`src/rtl/efpga_cfg_pkg.sv`:
```
// Shared constants and helpers for the configuration-side frame strobe sequencer.
// State codes are plain localparams so they stay compatible with older tools.
package efpga_cfg_pkg;

   localparam int NUM_COLUMNS_DEF = 10;
   localparam int MAX_FRAMES_DEF  = 20;
   localparam int COL_W           = $clog2(NUM_COLUMNS_DEF);
   localparam int FRM_W           = $clog2(MAX_FRAMES_DEF);
   localparam int ST_W            = 3;

   typedef logic [ST_W-1:0] state_t;

   localparam state_t ST_IDLE   = 3'd0;
   localparam state_t ST_SETUP  = 3'd1;
   localparam state_t ST_STROBE = 3'd2;
   localparam state_t ST_HOLD   = 3'd3;
   localparam state_t ST_ERR    = 3'd4;

   // Column c, frame f lives at bit c*frames_per_col+f of the flat strobe bus.
   function automatic int strobe_bit(input int col, input int frame, input int frames_per_col);
      return col * frames_per_col + frame;
   endfunction

   // Width of one down-counter able to hold the longest phase length minus one.
   function automatic int cnt_width(input int a, input int b, input int c);
      int m;
      m = (a > b) ? a : b;
      m = (m > c) ? m : c;
      return (m < 2) ? 1 : $clog2(m);
   endfunction

endpackage

```
`src/rtl/frame_strobe_decoder.sv`:
```
// Registered one-hot decoder: the strobe bit for (col, frame) comes straight off a flop,
// so the column frame registers never see decode glitches.
module frame_strobe_decoder
   import efpga_cfg_pkg::*;
#(
   parameter int NUM_COLUMNS     = NUM_COLUMNS_DEF,
   parameter int MaxFramesPerCol = MAX_FRAMES_DEF,
   parameter int COL_BITS        = $clog2(NUM_COLUMNS),
   parameter int FRM_BITS        = $clog2(MaxFramesPerCol)
) (
   input  logic                                   CLK,
   input  logic                                   resetn,
   input  logic                                   en,
   input  logic [COL_BITS-1:0]                    col,
   input  logic [FRM_BITS-1:0]                    frame,
   output logic [NUM_COLUMNS*MaxFramesPerCol-1:0] strobe
);

   localparam int N = NUM_COLUMNS * MaxFramesPerCol;

   logic [N-1:0] strobe_nxt;
   int           sel;

   always_comb begin
      sel        = strobe_bit(int'(col), int'(frame), MaxFramesPerCol);
      strobe_nxt = '0;
      for (int i = 0; i < N; i++) begin
         strobe_nxt[i] = en && (sel == i);
      end
   end

   always_ff @(posedge CLK or negedge resetn) begin
      if (!resetn) begin
         strobe <= '0;
      end else begin
         strobe <= strobe_nxt;
      end
   end

endmodule

```
`src/rtl/frame_strobe_seq.sv`:
```
// Frame-write sequencer: accepts one request at a time, presents FrameData and fires a single
// registered strobe with setup/strobe/hold timing; sweep mode zero-fills every frame of a column.
module frame_strobe_seq
   import efpga_cfg_pkg::*;
#(
   parameter int NUM_COLUMNS     = NUM_COLUMNS_DEF,
   parameter int MaxFramesPerCol = MAX_FRAMES_DEF,
   parameter int FrameBitsPerRow = 32,
   parameter int SETUP_CYCLES    = 1,
   parameter int STROBE_CYCLES   = 2,
   parameter int HOLD_CYCLES     = 1
) (
   input  logic                                   CLK,
   input  logic                                   resetn,
   // Handshake: a request transfers on any rising CLK where req_valid && req_ready;
   // req_ready is high only in IDLE and inputs are ignored at all other times.
   input  logic                                   req_valid,
   output logic                                   req_ready,
   input  logic                                   req_sweep,
   input  logic [$clog2(NUM_COLUMNS)-1:0]         req_col,
   input  logic [$clog2(MaxFramesPerCol)-1:0]     req_frame,
   input  logic [FrameBitsPerRow-1:0]             req_data,
   output logic [FrameBitsPerRow-1:0]             FrameData,
   output logic [NUM_COLUMNS*MaxFramesPerCol-1:0] FrameStrobe,
   output logic                                   busy,
   output logic                                   done,
   output logic                                   err,
   output logic [ST_W-1:0]                        state_dbg
);

   localparam int CB = $clog2(NUM_COLUMNS);
   localparam int FB = $clog2(MaxFramesPerCol);
   localparam int CW = cnt_width(SETUP_CYCLES, STROBE_CYCLES, HOLD_CYCLES);

   state_t        state;
   logic [CW-1:0] cnt;
   logic [CB-1:0] col_q;
   logic [FB-1:0] frame_q;
   logic          sweep_q;
   logic          accept;
   logic          req_bad;
   logic          phase_end;
   logic          last_frame;
   logic          strobe_en;

   assign accept     = req_valid && req_ready;
   assign req_bad    = (int'(req_col) >= NUM_COLUMNS) ||
                       (!req_sweep && (int'(req_frame) >= MaxFramesPerCol));
   assign phase_end  = (cnt == '0);
   assign last_frame = !sweep_q || (int'(frame_q) == MaxFramesPerCol - 1);

   assign req_ready  = (state == ST_IDLE);
   assign busy       = ~req_ready;
   assign done       = (state == ST_HOLD) && phase_end && last_frame;
   assign err        = (state == ST_ERR);
   assign state_dbg  = state;

   // The decoder flop adds a cycle, so enable it one cycle ahead of the STROBE window.
   assign strobe_en  = ((state == ST_SETUP) && phase_end) ||
                       ((state == ST_STROBE) && !phase_end);

   always_ff @(posedge CLK or negedge resetn) begin
      if (!resetn) begin
         state     <= ST_IDLE;
         cnt       <= '0;
         col_q     <= '0;
         frame_q   <= '0;
         sweep_q   <= 1'b0;
         FrameData <= '0;
      end else begin
         case (state)
            ST_IDLE: begin
               if (accept) begin
                  col_q   <= req_col;
                  sweep_q <= req_sweep;
                  frame_q <= req_sweep ? '0 : req_frame;
                  if (req_bad) begin
                     state <= ST_ERR;
                  end else begin
                     state     <= ST_SETUP;
                     cnt       <= CW'(SETUP_CYCLES - 1);
                     FrameData <= req_sweep ? '0 : req_data;
                  end
               end
            end
            ST_SETUP: begin
               if (phase_end) begin
                  state <= ST_STROBE;
                  cnt   <= CW'(STROBE_CYCLES - 1);
               end else begin
                  cnt <= cnt - 1'b1;
               end
            end
            ST_STROBE: begin
               if (phase_end) begin
                  state <= ST_HOLD;
                  cnt   <= CW'(HOLD_CYCLES - 1);
               end else begin
                  cnt <= cnt - 1'b1;
               end
            end
            ST_HOLD: begin
               if (!phase_end) begin
                  cnt <= cnt - 1'b1;
               end else if (last_frame) begin
                  state <= ST_IDLE;
               end else begin
                  frame_q <= frame_q + 1'b1;
                  state   <= ST_SETUP;
                  cnt     <= CW'(SETUP_CYCLES - 1);
               end
            end
            ST_ERR:  state <= ST_IDLE;
            default: state <= ST_IDLE;
         endcase
      end
   end

   frame_strobe_decoder #(
      .NUM_COLUMNS     (NUM_COLUMNS),
      .MaxFramesPerCol (MaxFramesPerCol),
      .COL_BITS        (CB),
      .FRM_BITS        (FB)
   ) u_decoder (
      .CLK    (CLK),
      .resetn (resetn),
      .en     (strobe_en),
      .col    (col_q),
      .frame  (frame_q),
      .strobe (FrameStrobe)
   );

   a_strobe_onehot: assert property (@(posedge CLK) disable iff (!resetn) $onehot0(FrameStrobe));

endmodule

```
`config.mk`:
```
export PLATFORM = sky130hd
export DESIGN_NAME = frame_strobe_seq
export DESIGN_NICKNAME = d
export VERILOG_FILES = /design/src/rtl/efpga_cfg_pkg.sv /design/src/rtl/frame_strobe_decoder.sv /design/src/rtl/frame_strobe_seq.sv
export SDC_FILE = /design/constraint.sdc
export NUM_CORES = 1
export LEC_CHECK = 0
export ABC_AREA = 1
export CORE_MARGIN = 8
export CORE_UTILIZATION = 40
export DETAILED_ROUTE_END_ITERATION = 7
export PLACE_DENSITY_LB_ADDON = 0.05
export SETUP_SLACK_MARGIN = 0.1
export SLEW_MARGIN = 20
export SYNTH_ARGS = -nofsm -noshare
export SYNTH_HDL_FRONTEND = slang
export SYNTH_HIERARCHICAL = 1
export SYNTH_SLANG_ARGS = --single-unit
```
`constraint.sdc`:
```
create_clock -name CLK -period 3.6 [get_ports CLK]
set_input_delay 0.36 -clock CLK [delete_from_list [all_inputs] [get_ports CLK]]
set_output_delay 0.36 -clock CLK [all_outputs]
set_load 0.01 [all_outputs]
```
* Word level (Yosys, flattened, before mapping) *
Cells that the tools add are included.

operators by class
  $add $sub $neg = 3
  multiply operators = 1
  $lt $le $gt $ge = 2
  equality and inequality tests = 210
  muxes and demuxes = 18
  bitwise gates (word level) = 3
  reduce and logical (&&, ||, !) cells = 221

operator list
  operator                                                            number
  32-bit by 9-bit == test with 1-bit output, second input constant    72
  32-bit by 8-bit == test with 1-bit output, second input constant    64
  32-bit by 7-bit == test with 1-bit output, second input constant    32
  32-bit by 6-bit == test with 1-bit output, second input constant    16
  32-bit by 5-bit == test with 1-bit output, second input constant    8
  1-bit logical AND                                                   206
  32-bit by 4-bit == test with 1-bit output, second input constant    4
  32-bit by 3-bit == test with 1-bit output, second input constant    2
  32-bit by 6-bit adder with 32-bit output                            1
  32-bit by 2-bit == test with 1-bit output, second input constant    1
  32-bit logical NOT                                                  1
  32-bit 2-to-1 mux                                                   1
  5-bit 2-to-1 mux                                                    4
  3-bit 2-to-1 mux                                                    5
  3-bit case mux with 4 select lines                                  1
  2-bit inequality test, second input constant                        5
  5-bit case mux with 2 select lines                                  1
  4-bit AND reduction                                                 2
  4-bit by 3-bit multiplier with 7-bit output, second input constant  1
  3-bit by 2-bit == test with 1-bit output, second input constant     2
  3-bit AND reduction                                                 2
  5-bit by 1-bit adder with 5-bit output, second input constant       1
  5-bit == test, second input constant                                1
  5-bit >= comparator, second input constant                          1
  15 further kinds                                                    24

word-level totals
  flip-flop bits (word level) = 246
  input bits = 45
  output and inout bits = 239
  word-level logic and storage cells = 465

* Longest topological paths before layout *
  depth after elaboration = 6
  gate-level depth with buffers = 12

* Modules after synthesis *
Netlist, hierarchy kept.

by module, submodules not included
  module                instances  cells an instance  area an instance (sq um)  sequential area each (sq um)
  frame_strobe_decoder  1          552                6902.9                    5004.8
  frame_strobe_seq      1          264                2323.5                    1151.1

* Least setup slack after synthesis *
OpenSTA, ideal clock, no wires.

  path type = reg2reg
  from = register col_q[1]
  to = register u_decoder.strobe[18]
  setup time = 0.074 ns
  data arrival time = 2.441 ns
  required time = 3.526 ns
  setup slack = 1.085 ns
  stages on the path, launching flop included = 13
  path buffers = 1
  period minus slack after synthesis = 2.515 ns
  path through = dfrtp_1 > ha_1 > ha_1 > fa_1 > nand2_1 > nor2_1 > nand2_1 > nand2_1 > nand2_1 > nand2_4 > nand3_1 > buf_2 > nor2_1

on the way
  word-level cells in the longest chain between the ends = 4

RTL lines
  what                                         line                        source
  start, declared                              frame_strobe_seq.sv:37      logic [CB-1:0] col_q;
  start signal, assigned                       frame_strobe_seq.sv:74      col_q <= req_col;
  4-bit by 3-bit multiplier with 7-bit output  efpga_cfg_pkg.sv:21         return col * frames_per_col + frame;
  32-bit by 6-bit adder with 32-bit output     efpga_cfg_pkg.sv:21
  32-bit by 6-bit == test with 1-bit output    frame_strobe_decoder.sv:28  strobe_nxt[i] = en && (sel == i);
  1-bit logical AND                            frame_strobe_decoder.sv:28
  via u_decoder.strobe_nxt[18]                 frame_strobe_decoder.sv:21  logic [N-1:0] strobe_nxt;
  end signal, assigned                         frame_strobe_decoder.sv:36  strobe <= strobe_nxt;
  end, declared                                frame_strobe_decoder.sv:16  output logic [NUM_COLUMNS*MaxFramesPerCol-1:0] strobe

The timed path passes the listed nets, and every way through them passes these cells.
A chain may end at the register's enable or synchronous reset.

* Worst setup path after layout *
  from = register col_q[1]
  to = register u_decoder.strobe[36]

on the way
  word-level cells in the longest chain between the ends = 4

RTL lines
  what                                         line
  4-bit by 3-bit multiplier with 7-bit output  efpga_cfg_pkg.sv:21
  32-bit by 6-bit adder with 32-bit output     efpga_cfg_pkg.sv:21
  32-bit by 7-bit == test with 1-bit output    frame_strobe_decoder.sv:28
  1-bit logical AND                            frame_strobe_decoder.sv:28
  via u_decoder.strobe_nxt[36]                 frame_strobe_decoder.sv:21

The timed path passes the listed nets, and every way through them passes these cells.

==> results.yml <==
logic_synthesis:
  postSynthCellCount: 816
  share_of_cell_area_taken_by_muxes_after_synthesis: 0
  post_synth_num_cell_types: 29
  synth_top_family_by_area: "simple AND/OR/NAND/NOR gates"
  synth.largest_area_cell: "sky130_fd_sc_hd__dfrtp_1"
  synth.top_cells.by_area: "sky130_fd_sc_hd__dfrtp_1 67%, sky130_fd_sc_hd__nor2_1 8.8%, sky130_fd_sc_hd__nand2_1 4.2%"
  netlist.area_leader.share: 0.667
  synthesis.yosys.warnings: 6
  yosys.area_share.adder: 0.0165
  seq_area_frac_synth: 0.667
  ys_ff_latch: 246
  leading_cell_type_by_number_of_instances_after_synthesis: "sky130_fd_sc_hd__dfrtp_1"
  synth-xor-area-share: 0.00488
  synth-compound-area-share: 0.0244
  synth-main-ff-cell: "sky130_fd_sc_hd__dfrtp_1"
  yosys.area_share.simple: 0.232
  async_reset_ff_frac: 1.00
  synth.net_count: 872
  avgSynthCellArea_um2: 11.3
  number_of_flops_mapped_to_enable_cells_by_yosys: 0
  synth.cell_area_um2: 9230
  netlist_top_cells_count: "246 x sky130_fd_sc_hd__dfrtp_1, 216 x sky130_fd_sc_hd__nor2_1, 103 x sky130_fd_sc_hd__nand2_1"
sta:
  finalWorstPathRequiredPeriod_ns: 3.02
  final.setup_skew_ns: 0.0119
  setup_repair_after_global_routing_missed_its_margin: "no"
  timing.slew.headroom: 0.414
  part_of_the_cycle_the_worst_path_needs: 0.839
  maximum_achievable_frequency_ghz: 0.331
  worst_pin_slew_ns: 0.879
  timing_hold_violations_final: 0
  fin_tns_setup_ns: 0
  setup_viol: 0
  timing_max_transition_violations_final: 0
placement:
  gp_congestion: 0.803
  portBuffers: 283
  detailed_place_hpwl_um: 18700
  placed_cells: 1353
grt:
  first_global_vias: 6862
  met1_usage: 0.235
  grt.met2_usage: 0.309
  grt.total_usage: 0.187
  globalRoute.totalOverflow: 0
  pin_count_of_the_biggest_net_entering_global_routing: 86
  grt_antenna_before_repair: 0
  global_route.usage.met3: 0.0594
  grt_pass1_wl_um: 41500
  grt_busiest_layer: "met2"
worst_setup_path:
  timing.critical_path.from_type: "flip-flop"
  critPathArrivalTime_ns: 3.44
  critPathRequiredTime_ns: 4.02
  worst_r2r_path_depth: 9
  critical_path_peak_fanout: 14
  worst_setup_ep_type: "flip-flop"
  worst_setup_path_endpoint: "u_decoder/strobe[36]"
  r2r-start: "col_q[1]"
  startpoint: "col_q[1]"
  worstReg2RegEnd: "u_decoder/strobe[36]"
  criticalPathCategory: "reg -> reg"
  setup.reg_to_reg.worst_slack_ns: 0.58
finish:
  num-nets-final: 1154
  antenna_cells_inserted: 0
  post_layout_instance_count_excluding_filler_cells: 1404
  area_growth_from_synthesis_to_final_layout_pct: 41.7
  num-fill-cells: 1915
  final_layout_size_suffix_gt1_frac: 0.0983
power:
  cellLeakagePower_nw: 5.89
  p_sw_frac: 0.371
  power.combinational.fraction: 0.344
  ir_worst_vdd_mv: 0.478
  total_switching_power_mw: 3.38
  powerDensity_nw_per_um2: 696
  clock_share_of_power: 0.298
  p_int_mw: 5.72
  share_seq_of_total_power: 0.358
clock_tree:
  numClockSinks: 246
  cts_made_buffers: 27
  clockRootBuffer: "sky130_fd_sc_hd__clkbuf_16"
  path_clk_slew_ns: 0.06
  tritoncts_clock_tree: "done"
  clk-insertion-delay-late_ns: 0.52
  cts_max_path_bufs: 3
  htreeDepth: 1
floorplan:
  fp.dieH_um: 168
  fp.dieArea_um2: 28200
  top_level_ports: 284
  std_cell_rows: 55
  core_area_um2: 22600
  die_x_um: 168
  start_util: 0.408
routing:
  drt_drc_violations_left: 0
  routed-via-count: 6579
  routedWlPerCell_um: 19.1
  wl_um: 26800
  dr.first_iter.drc_count: 298
  avgViaCountPerCell: 4.69
  detailed_routing_iteration_count_for_the_pre_antenna_repair_pass: 5
  ant_nets: 0
hold_path:
  min_from: "req_col[0]"
  hold_path_class: "in -> reg"
flow_run:
  timing.max_cap.violations: 0
outcome:
  run_status: "completed"
state kept, by name, summed over array words and instances, names as in the netlist:
name              cells
FrameData            32
cnt                   1
col_q                 4
frame_q               5
state_dbg             3
sweep_q               1
u_decoder/strobe    200
kinds of logic after synthesis:
| kind of cell | after synthesis |
|---|---|
| AOI/OAI and AO/OA | 45 |
| and+or+nand+nor | 435 |
| adders and majority gates | 11 |
| buffers and inverters | 76 |
| xor gates and xnor gates | 3 |
| DFF | 246 |
how the worst min path moves through the flow:
stage / to / slack (ns) / cells past startpoint
detailed placement: u_decoder/strobe[128] / 0.38 / 1
floorplan: FrameData[0] / 0.06 / 0
global placement: u_decoder/strobe[54] / 0.38 / 1
CTS: col_q[0] / 0.36 / 3
global route: col_q[0] / 0.39 / 3
finish: col_q[0] / 0.38 / 3
critical path, cell delays in order (launching register included):
cell                      delay (ns)
sky130_fd_sc_hd__dfrtp_1        0.43
sky130_fd_sc_hd__ha_1           0.32
sky130_fd_sc_hd__ha_1           0.22
sky130_fd_sc_hd__fa_1           0.39
sky130_fd_sc_hd__nand2_1        0.08
sky130_fd_sc_hd__nand2_1        0.13
sky130_fd_sc_hd__nand4_1        0.18
sky130_fd_sc_hd__buf_4          0.33
sky130_fd_sc_hd__nand4_1        0.55
sky130_fd_sc_hd__nor2_1         0.29
through the flow:
stage	setup WS [ns]	hold WS [ns]	utilization	area, µm²	power [mW]
floorplan	1.09	0.0644	-	9230	5.23
global placement	0.689	0.384	0.537	12200	6.46
detailed placement	0.599	0.384	0.537	12200	6.47
CTS	0.575	0.361	0.578	13100	9.21
global route	0.259	0.385	0.578	13100	9.68
finish	0.580	0.378	0.578	13100	9.10
power groups by stage:
stage	clock (mW)	sequential (mW)	combinational [mW]
floorplan	0	3.38	1.85
global placement	0	3.30	3.16
detailed placement	0	3.31	3.16
global route	2.90	3.31	3.46
CTS	2.77	3.26	3.18
finish	2.71	3.26	3.13
layer usage:
metal  part of all wire  vias to the layer above
met1               0.42                     3159
met2               0.47                      224
li1                   -                     3163
met3              0.089                       33
met5                  0                        -
met4              0.020                        0
layout make-up:
type / count / area [µm²] / share of cell area
flip-flops and latches: 246 / 6160 / 0.471
clock buffers: 41 / 818 / 0.0626
clock inverters: 9 / 80.1 / 0.00612
inverters: 29 / 109 / 0.00832
well taps: 285 / 357 / 0.0273
repair buffers: 300 / 2990 / 0.229
multi-input cells: 494 / 2560 / 0.196
repair_timing:
item	CTS	global route
gates resized for setup	0	0
endpoints found under the hold margin	78	0
setup buffers	0	0
hold buffers	1	0
cells in the final DEF, fill, tap and decap left out, drive strengths merged:
cell type / instances
xnor2: 2
buf: 17
a21oi: 7
fa: 2
nand2: 107
nand4: 21
nor2: 221
dlygate4sd3: 1
nor3: 7
nand3: 77
clkbuf: 41
clkinvlp: 1
dfrtp: 246
nor4: 2
xor2: 1
o21ai: 38
clkinv: 6
ha: 9
bufinv: 1
clkdlybuf4s50: 282
inv: 30
(Power assumes the default switching activity.)
